`src/rtl/mul_rr_scheduler_pkg.sv`:
```
// Shared definitions for the round-robin multiply scheduler: FSM encodings,
// default sizes and a constant clog2 helper.
package mul_rr_scheduler_pkg;

  localparam int DEF_NREQ  = 4;
  localparam int DEF_WIDTH = 8;

  typedef enum logic [1:0] {
    ST_IDLE = 2'd0,
    ST_EXEC = 2'd1,
    ST_DONE = 2'd2
  } state_t;

  function automatic int f_clog2(input int value);
    int r;
    r = 0;
    while ((32'sd1 << r) < value) r = r + 1;
    return r;
  endfunction

endpackage

```
`src/rtl/mul_rr_scheduler_if.sv`:
```
// Request/response bundle between the client units and the multiply scheduler.
// The scheduler takes the slave side; clients (or a bench) take the master side.
interface mul_rr_scheduler_if
  import mul_rr_scheduler_pkg::*;
#(
  parameter int NREQ  = DEF_NREQ,
  parameter int WIDTH = DEF_WIDTH
) ();

  localparam int IDW = f_clog2(NREQ);

  logic [NREQ-1:0]       req_valid;
  logic [NREQ-1:0]       req_ready;
  logic [NREQ*WIDTH-1:0] req_a;
  logic [NREQ*WIDTH-1:0] req_b;
  logic                  resp_valid;
  logic                  resp_ready;
  logic [IDW-1:0]        resp_id;
  logic [2*WIDTH-1:0]    resp_product;
  logic                  busy;

  modport slave (
    input  req_valid, req_a, req_b, resp_ready,
    output req_ready, resp_valid, resp_id, resp_product, busy
  );

  modport master (
    output req_valid, req_a, req_b, resp_ready,
    input  req_ready, resp_valid, resp_id, resp_product, busy
  );

endinterface

```
`src/rtl/mul_rr_scheduler_shift_add_core.sv`:
```
// Iterative WIDTH x WIDTH unsigned shift-add multiplier: one step per clock,
// o_done marks the step that produces the final product on o_product.
module shift_add_core
  import mul_rr_scheduler_pkg::*;
#(
  parameter int WIDTH = DEF_WIDTH
) (
  input  logic               clk,
  input  logic               areset,
  input  logic               i_start,
  input  logic [WIDTH-1:0]   i_a,
  input  logic [WIDTH-1:0]   i_b,
  output logic               o_done,
  output logic [2*WIDTH-1:0] o_product
);

  localparam int CNTW = f_clog2(WIDTH + 1);
  localparam logic [CNTW-1:0] CNT_LOAD = CNTW'(WIDTH);
  localparam logic [CNTW-1:0] CNT_LAST = CNTW'(1);

  logic [WIDTH-1:0]   r_a;
  logic [WIDTH-1:0]   r_b;
  logic [2*WIDTH-1:0] r_acc;
  logic [CNTW-1:0]    r_cnt;
  logic [WIDTH:0]     w_sum;
  logic [2*WIDTH-1:0] w_acc_nxt;

  // The extra sum bit carries into the top of the accumulator so 255*255 stays exact.
  assign w_sum     = {1'b0, r_acc[2*WIDTH-1:WIDTH]} + {1'b0, r_a};
  assign w_acc_nxt = r_b[0] ? {w_sum, r_acc[WIDTH-1:1]} : {1'b0, r_acc[2*WIDTH-1:1]};

  assign o_done    = (r_cnt == CNT_LAST);
  assign o_product = w_acc_nxt;

  always_ff @(posedge clk or posedge areset) begin
    if (areset) begin
      r_a   <= '0;
      r_b   <= '0;
      r_acc <= '0;
      r_cnt <= '0;
    end else if (i_start) begin
      r_a   <= i_a;
      r_b   <= i_b;
      r_acc <= '0;
      r_cnt <= CNT_LOAD;
    end else if (r_cnt != '0) begin
      r_acc <= w_acc_nxt;
      r_b   <= r_b >> 1;
      r_cnt <= r_cnt - CNT_LAST;
    end
  end

endmodule

```
`src/rtl/mul_rr_scheduler.sv`:
```
// Round-robin front end sharing one shift-add multiplier between NREQ requesters,
// with a single buffered response tagged by requester id.
//   state   | meaning
//   ST_IDLE | arbitrating; req_ready carries the one-hot grant
//   ST_EXEC | multiplier stepping, WIDTH cycles
//   ST_DONE | response held until resp_ready
module mul_rr_scheduler
  import mul_rr_scheduler_pkg::*;
#(
  parameter int NREQ  = DEF_NREQ,
  parameter int WIDTH = DEF_WIDTH
) (
  input  logic             clk,
  input  logic             areset,
  mul_rr_scheduler_if.slave bus
);

  localparam int IDW = f_clog2(NREQ);

  state_t             r_state;
  state_t             w_state_nxt;
  logic [IDW-1:0]     r_ptr;
  logic [IDW-1:0]     r_resp_id;
  logic [2*WIDTH-1:0] r_resp_product;
  logic               r_resp_valid;
  logic [NREQ-1:0]    w_grant;
  logic [IDW-1:0]     w_gidx;
  logic               w_found;
  logic               w_accept;
  logic [WIDTH-1:0]   w_a;
  logic [WIDTH-1:0]   w_b;
  logic               w_core_done;
  logic [2*WIDTH-1:0] w_core_product;

  // Search starts just after the last winner, so the last winner has lowest priority.
  always_comb begin
    w_grant = '0;
    w_found = 1'b0;
    w_gidx  = '0;
    for (int k = 1; k <= NREQ; k++) begin
      if (!w_found && bus.req_valid[(int'(r_ptr) + k) % NREQ]) begin
        w_found = 1'b1;
        w_gidx  = IDW'((int'(r_ptr) + k) % NREQ);
      end
    end
    w_grant[w_gidx] = w_found;
  end

  assign w_accept = (r_state == ST_IDLE) && w_found;
  assign w_a      = bus.req_a[int'(w_gidx)*WIDTH +: WIDTH];
  assign w_b      = bus.req_b[int'(w_gidx)*WIDTH +: WIDTH];

  always_comb begin
    w_state_nxt = r_state;
    case (r_state)
      ST_IDLE: if (w_accept)       w_state_nxt = ST_EXEC;
      ST_EXEC: if (w_core_done)    w_state_nxt = ST_DONE;
      ST_DONE: if (bus.resp_ready) w_state_nxt = ST_IDLE;
      default:                     w_state_nxt = ST_IDLE;
    endcase
  end

  always_ff @(posedge clk or posedge areset) begin
    if (areset) begin
      r_state        <= ST_IDLE;
      r_ptr          <= IDW'(NREQ - 1);
      r_resp_id      <= '0;
      r_resp_product <= '0;
      r_resp_valid   <= 1'b0;
    end else begin
      r_state <= w_state_nxt;
      if (w_accept) begin
        r_ptr     <= w_gidx;
        r_resp_id <= w_gidx;
      end
      if ((r_state == ST_EXEC) && w_core_done) begin
        r_resp_product <= w_core_product;
        r_resp_valid   <= 1'b1;
      end else if ((r_state == ST_DONE) && bus.resp_ready) begin
        r_resp_valid   <= 1'b0;
      end
    end
  end

  shift_add_core #(.WIDTH(WIDTH)) u_core (
    .clk       (clk),
    .areset    (areset),
    .i_start   (w_accept),
    .i_a       (w_a),
    .i_b       (w_b),
    .o_done    (w_core_done),
    .o_product (w_core_product)
  );

  assign bus.req_ready    = (r_state == ST_IDLE) ? w_grant : '0;
  assign bus.resp_valid   = r_resp_valid;
  assign bus.resp_id      = r_resp_id;
  assign bus.resp_product = r_resp_product;
  assign bus.busy         = (r_state != ST_IDLE);

endmodule
```
`src/flat_wrapper.sv`:
```
// flat-port wrapper written by rule: the top's interface ports become plain ports
module mul_rr_scheduler_flat import mul_rr_scheduler_pkg::*;
#(
  parameter int NREQ  = DEF_NREQ,
  parameter int WIDTH = DEF_WIDTH
)
  (clk, areset, bus_req_valid, bus_req_a, bus_req_b, bus_resp_ready, bus_req_ready, bus_resp_valid, bus_resp_id, bus_resp_product, bus_busy);
  mul_rr_scheduler_if #(.NREQ(NREQ), .WIDTH(WIDTH)) bus_i ();
  input  logic clk;
  input  logic areset;
  input wire logic [$bits(bus_i.req_valid)-1:0] bus_req_valid;
  input wire logic [$bits(bus_i.req_a)-1:0] bus_req_a;
  input wire logic [$bits(bus_i.req_b)-1:0] bus_req_b;
  input wire logic [$bits(bus_i.resp_ready)-1:0] bus_resp_ready;
  output wire logic [$bits(bus_i.req_ready)-1:0] bus_req_ready;
  output wire logic [$bits(bus_i.resp_valid)-1:0] bus_resp_valid;
  output wire logic [$bits(bus_i.resp_id)-1:0] bus_resp_id;
  output wire logic [$bits(bus_i.resp_product)-1:0] bus_resp_product;
  output wire logic [$bits(bus_i.busy)-1:0] bus_busy;
  assign bus_i.req_valid = bus_req_valid;
  assign bus_i.req_a = bus_req_a;
  assign bus_i.req_b = bus_req_b;
  assign bus_i.resp_ready = bus_resp_ready;
  assign bus_req_ready = bus_i.req_ready;
  assign bus_resp_valid = bus_i.resp_valid;
  assign bus_resp_id = bus_i.resp_id;
  assign bus_resp_product = bus_i.resp_product;
  assign bus_busy = bus_i.busy;
  mul_rr_scheduler #(.NREQ(NREQ), .WIDTH(WIDTH)) u_core (.clk(clk), .areset(areset), .bus(bus_i));
endmodule
```
`config.mk`:
```
export PLATFORM = sky130hd
export DESIGN_NAME = mul_rr_scheduler_flat
export DESIGN_NICKNAME = d
export VERILOG_FILES = /design/src/rtl/mul_rr_scheduler_pkg.sv /design/src/rtl/mul_rr_scheduler_if.sv /design/src/rtl/mul_rr_scheduler_shift_add_core.sv /design/src/rtl/mul_rr_scheduler.sv /design/src/flat_wrapper.sv
export SDC_FILE = /design/constraint.sdc
export NUM_CORES = 1
export LEC_CHECK = 0
export ABC_AREA = 1
export CAP_MARGIN = 20
export CORE_ASPECT_RATIO = 1.25
export CORE_MARGIN = 2
export CORE_UTILIZATION = 49
export CTS_CLUSTER_DIAMETER = 50
export CTS_CLUSTER_SIZE = 14
export DETAILED_ROUTE_END_ITERATION = 12
export GPL_ROUTABILITY_DRIVEN = 0
export PLACE_DENSITY_LB_ADDON = 0.05
export SYNTH_ARGS = -nofsm -noshare
export SYNTH_HDL_FRONTEND = slang
export SYNTH_SLANG_ARGS = --single-unit
export TNS_END_PERCENT = 1
```
`constraint.sdc`:
```
create_clock -name clk -period 2.4 [get_ports clk]
set_input_delay 0.48 -clock clk [delete_from_list [all_inputs] [get_ports clk]]
set_output_delay 0.48 -clock clk [all_outputs]
set_load 0.05 [all_outputs]
```
==> reports/results.md <==
• starting density of the core: 49.9%
• number of rows in the core area: 35
• worst path setup slack after routing: -277 ps
• cell at the root of the clock tree: clkbuf_8
• sequential area share after synthesis: 39.9%
• drt drc: 0
• worst endpoint data arrival time: 2200 ps
• largest net degree at the start of global routing: 34
• top-count cell post-synth: nand2_1
• CTS sink cnt: 58
• MaxCap Viol Count: 0
• wire per inst: 11.9 um
• Setup CP Type: reg2out
• kind of end point of the critical path: output pin
• Reg2Reg Launch Point: u_core.r_ptr[0]$_DFFE_PP1P_
• actual slew at the worst max-slew pin: 600 ps
• share of the synthesized area in the top cell type: 38.4%
• Pre-antenna DRT Iters: 5
• number of instances in the synthesized netlist: 534
• outcome: finished with violations
• number of port buffers: 94
• crit path buf inv count: 4
• NetSw: 4.07 mW
• CP max stage cell: dfstp_2
• register area: 1450 um2
• Clock Skew: 6.77 ps
• number of storage elements in the synthesis netlist: 58
• main flop type after synthesis: dfrtp_1
• internal power contribution: 4.04 mW
• antenna-violating nets left: 0
• number of hold buffers added after cts: 0
• highest attainable clock frequency: 0.374 GHz
• end of the worst register-to-register path: u_core.u_core.r_b[2]$_DFFE_PP0P_
• static leakage power: 2.64 nW
• Setup Viol. Count Final: 4
• smallest hold slack: 480 ps
• Net count, final: 723
• Max VDD drop: 880 uV
• Seq pwr share: 20.6%
• number of enable flip-flop cells after synthesis: 0
• endpoint of the worst hold path: u_core.bus.resp_product[15]$_DFFE_PP0P_
• layout cells sized above 1: 14.2%
• number of antenna cells inserted: 0
• Die Span Y: 100 um
• cell area after placement: 4760 um2
• cell-by-cell trace of the critical path: buf_6 -> nand2_2 -> nand2_2 -> nand2_2 -> nand2_4 -> o21a_1 -> nand2_1 -> inv_2 -> nand2_4 -> buf_6 -> nor3_4 -> buf_12
• power per cell area: 1570 nW/um2
• count of different cell masters after synthesis: 34
• Worst path most repeated cell: nand2_2
• category of the worst setup path launch point: flip-flop
• crit-path leading delay family: simple AND/OR/NAND/NOR gates
• register-to-register path setup slack: 30 ps
• share of total power consumed by net switching: 50.2%
• violated checks: setup timing
• largest driver fanout on the critical path: 4
• combinational share of power: 66.9%
• Final Max Tran Viols: 0
• Clk network pwr share: 12.5%
• clock tree from TritonCTS: yes
• Yosys warnings: 0
• number of global-route vias before repair: 3431
• IO Count: 95
• Core Region: 7310 um2
• number of antenna violations at the first check in global routing: 0
• Place WS: -285 ps
• share of synthesized registers carrying an async set or reset: 100%
• peak per-stage delay on the critical path: 610 ps
• Final min period: 2680 ps
• wire length of the first global-routing pass: 14900 um
• RSZ-0062 raised after global routing: true
• sum of net half-perimeters after detailed placement: 6520 um
• first-iteration detailed-routing DRC count: 148
• area growth from synthesis to final layout: 41.6%
• post-synthesis instance area: 3650 um2
• CTS H-tree lvls: 3
• Tightest Hold Check Type: reg2reg
• latest clock arrival within the worst-skew pair: 330 ps
• Crit path required time: 1920 ps
• TritonCTS buffer count: 9
• library cell with the largest summed area after synthesis: dfrtp_1
• Final Routed Wirelength: 8750 um
• GRT Total Usage: 22.9%
• total congestion overflow after global routing: 0
• clock edge transition at the registers on the reported setup and hold paths: 70 ps
• post-route clock period utilization: 112%
• largest cells by area after synthesis: dfrtp_1, nand2_1, nand3_1
• r2r worst-path depth: 16
• area of the die: 8150 um2
• routed vias/inst: 4.94
• via count: 3649
• top cell types by occurrence after synthesis: nand2_1, dfrtp_1, nand3_1, inv_1, o21ai_0
• mean instance size in the synthesized netlist: 6.83 um2
• area of all placed cells without fillers: 5160 um2
• source of the worst hold timing path: u_core.bus.resp_product[15]$_DFFE_PP0P_
• area of the multi-input gates: 1990 um2
• Max-slew headroom: 59.7%
• Max Buffers Root-to-Sink: 2
• total nets after synthesis: 616
• die span in x: 81.2 um
• Filler cells: 618
• Hold Path Depth: 2
• Hold Vio Cnt, Final: 0
[registers in the layout (all words and copies together) (netlist names)]
name,cells
u_core.bus.resp_id,2
u_core.r_ptr,2
u_core.bus.resp_product,16
u_core.bus.resp_valid,1
u_core.u_core.r_a,8
u_core.u_core.r_b,8
u_core.u_core.r_acc,15
u_core.u_core.r_cnt,4
u_core.r_state,2
[power by group through the flow]
stage          clock [mW]  combinational, mW  sequential (mW)
4_1_cts              1.03               5.32             1.67
6_report             1.01               5.43             1.67
3_5_place_dp            0               4.89             1.69
2_1_floorplan           0               3.48             2.02
3_3_place_gp            0               4.80             1.67
5_1_grt              1.08               6.09             1.72
[routing by layer]
layer	part of all wire (%)	track usage, %	up-vias	routed length, um
met2	49	39.0	115	4300
met4	1.7	7.43	0	153
met5	0	0	-	0
met1	44	29.6	1629	3860
met3	5.0	3.69	14	439
li1	-	-	1891	-
[timing repair]
item | CTS | global route
setup endpoints to repair | 19 | 24
resized for setup | 26 | 8
pin swaps | 17 | 16
gates cloned | 0 | 1
setup buffers | 9 | 0
[tightest hold or removal path: stages, from the launching register on]
cell and delay, ps:
dfrtp_1 350, nand2_1 50, nand2_1 50
[area by class of cell]
cell class | instances | share of cell area [%]
repair buffers | 118 | 23.0
flip-flops and latches | 58 | 28.2
repair inverters | 1 | 0.145
clock buffers | 10 | 2.67
well taps | 92 | 2.23
multi-input cells | 410 | 38.6
clock inverters | 6 | 1.75
inverters | 43 | 3.47
[placed cells by master (no fill, tap or decap), types with 3 or more instances in the layout]
cell type	n
a21oi_1	9
buf_12	5
buf_4	20
buf_6	3
clkbuf_8	10
clkdlybuf4s50_1	90
clkinvlp_4	3
dfrtp_1	56
ha_1	10
inv_1	32
inv_2	5
nand2_1	258
nand2_2	15
nand2_4	5
nand3_1	43
nor2_1	5
nor2_4	3
o21ai_0	26
o22ai_1	8
or2_2	3
[how the worst max path moves through the flow]
stage,startpoint,endpoint,slack (ps),cells after the start
global route,u_core.r_ptr[0]$_DFFE_PP1P_,bus_req_ready[1],-360,12
detailed placement,bus_req_valid[0],bus_req_ready[3],-280,11
floorplan,u_core.r_ptr[1]$_DFFE_PP1P_,bus_req_ready[0],-4,12
finish,u_core.r_ptr[0]$_DFFE_PP1P_,bus_req_ready[1],-280,12
global placement,bus_req_valid[0],bus_req_ready[2],-200,11
CTS,u_core.r_ptr[0]$_DFFE_PP1P_,bus_req_ready[0],-240,13
[logic make-up (layout without fill, tap and decap cells)]
group / count (synthesis) / after routing / synth area share, %
flip-flops: 58 / 58 / 39.9
adder cells (fa/ha/maj): 11 / 11 / 3.98
XOR/XNOR: 4 / 4 / 0.961
AO/OA/AOI/OAI: 51 / 51 / 7.62
buffers and inverters: 66 / 178 / 8.44
AND/OR/NAND/NOR: 344 / 344 / 39.1
[stage by stage]
stage / total power, mW / TNS (ps) / std cells / utilization, %
2_1_floorplan: 5.50 / -10.5 / 534 / -
3_3_place_gp: 6.47 / -3130 / 713 / 65.1
3_5_place_dp: 6.57 / -5270 / 713 / 65.1
4_1_cts: 8.02 / -3530 / 738 / 70.2
5_1_grt: 8.88 / -3460 / 738 / 70.6
6_report: 8.11 / -962 / 738 / 70.6
Power figures use the tool's default switching activity.
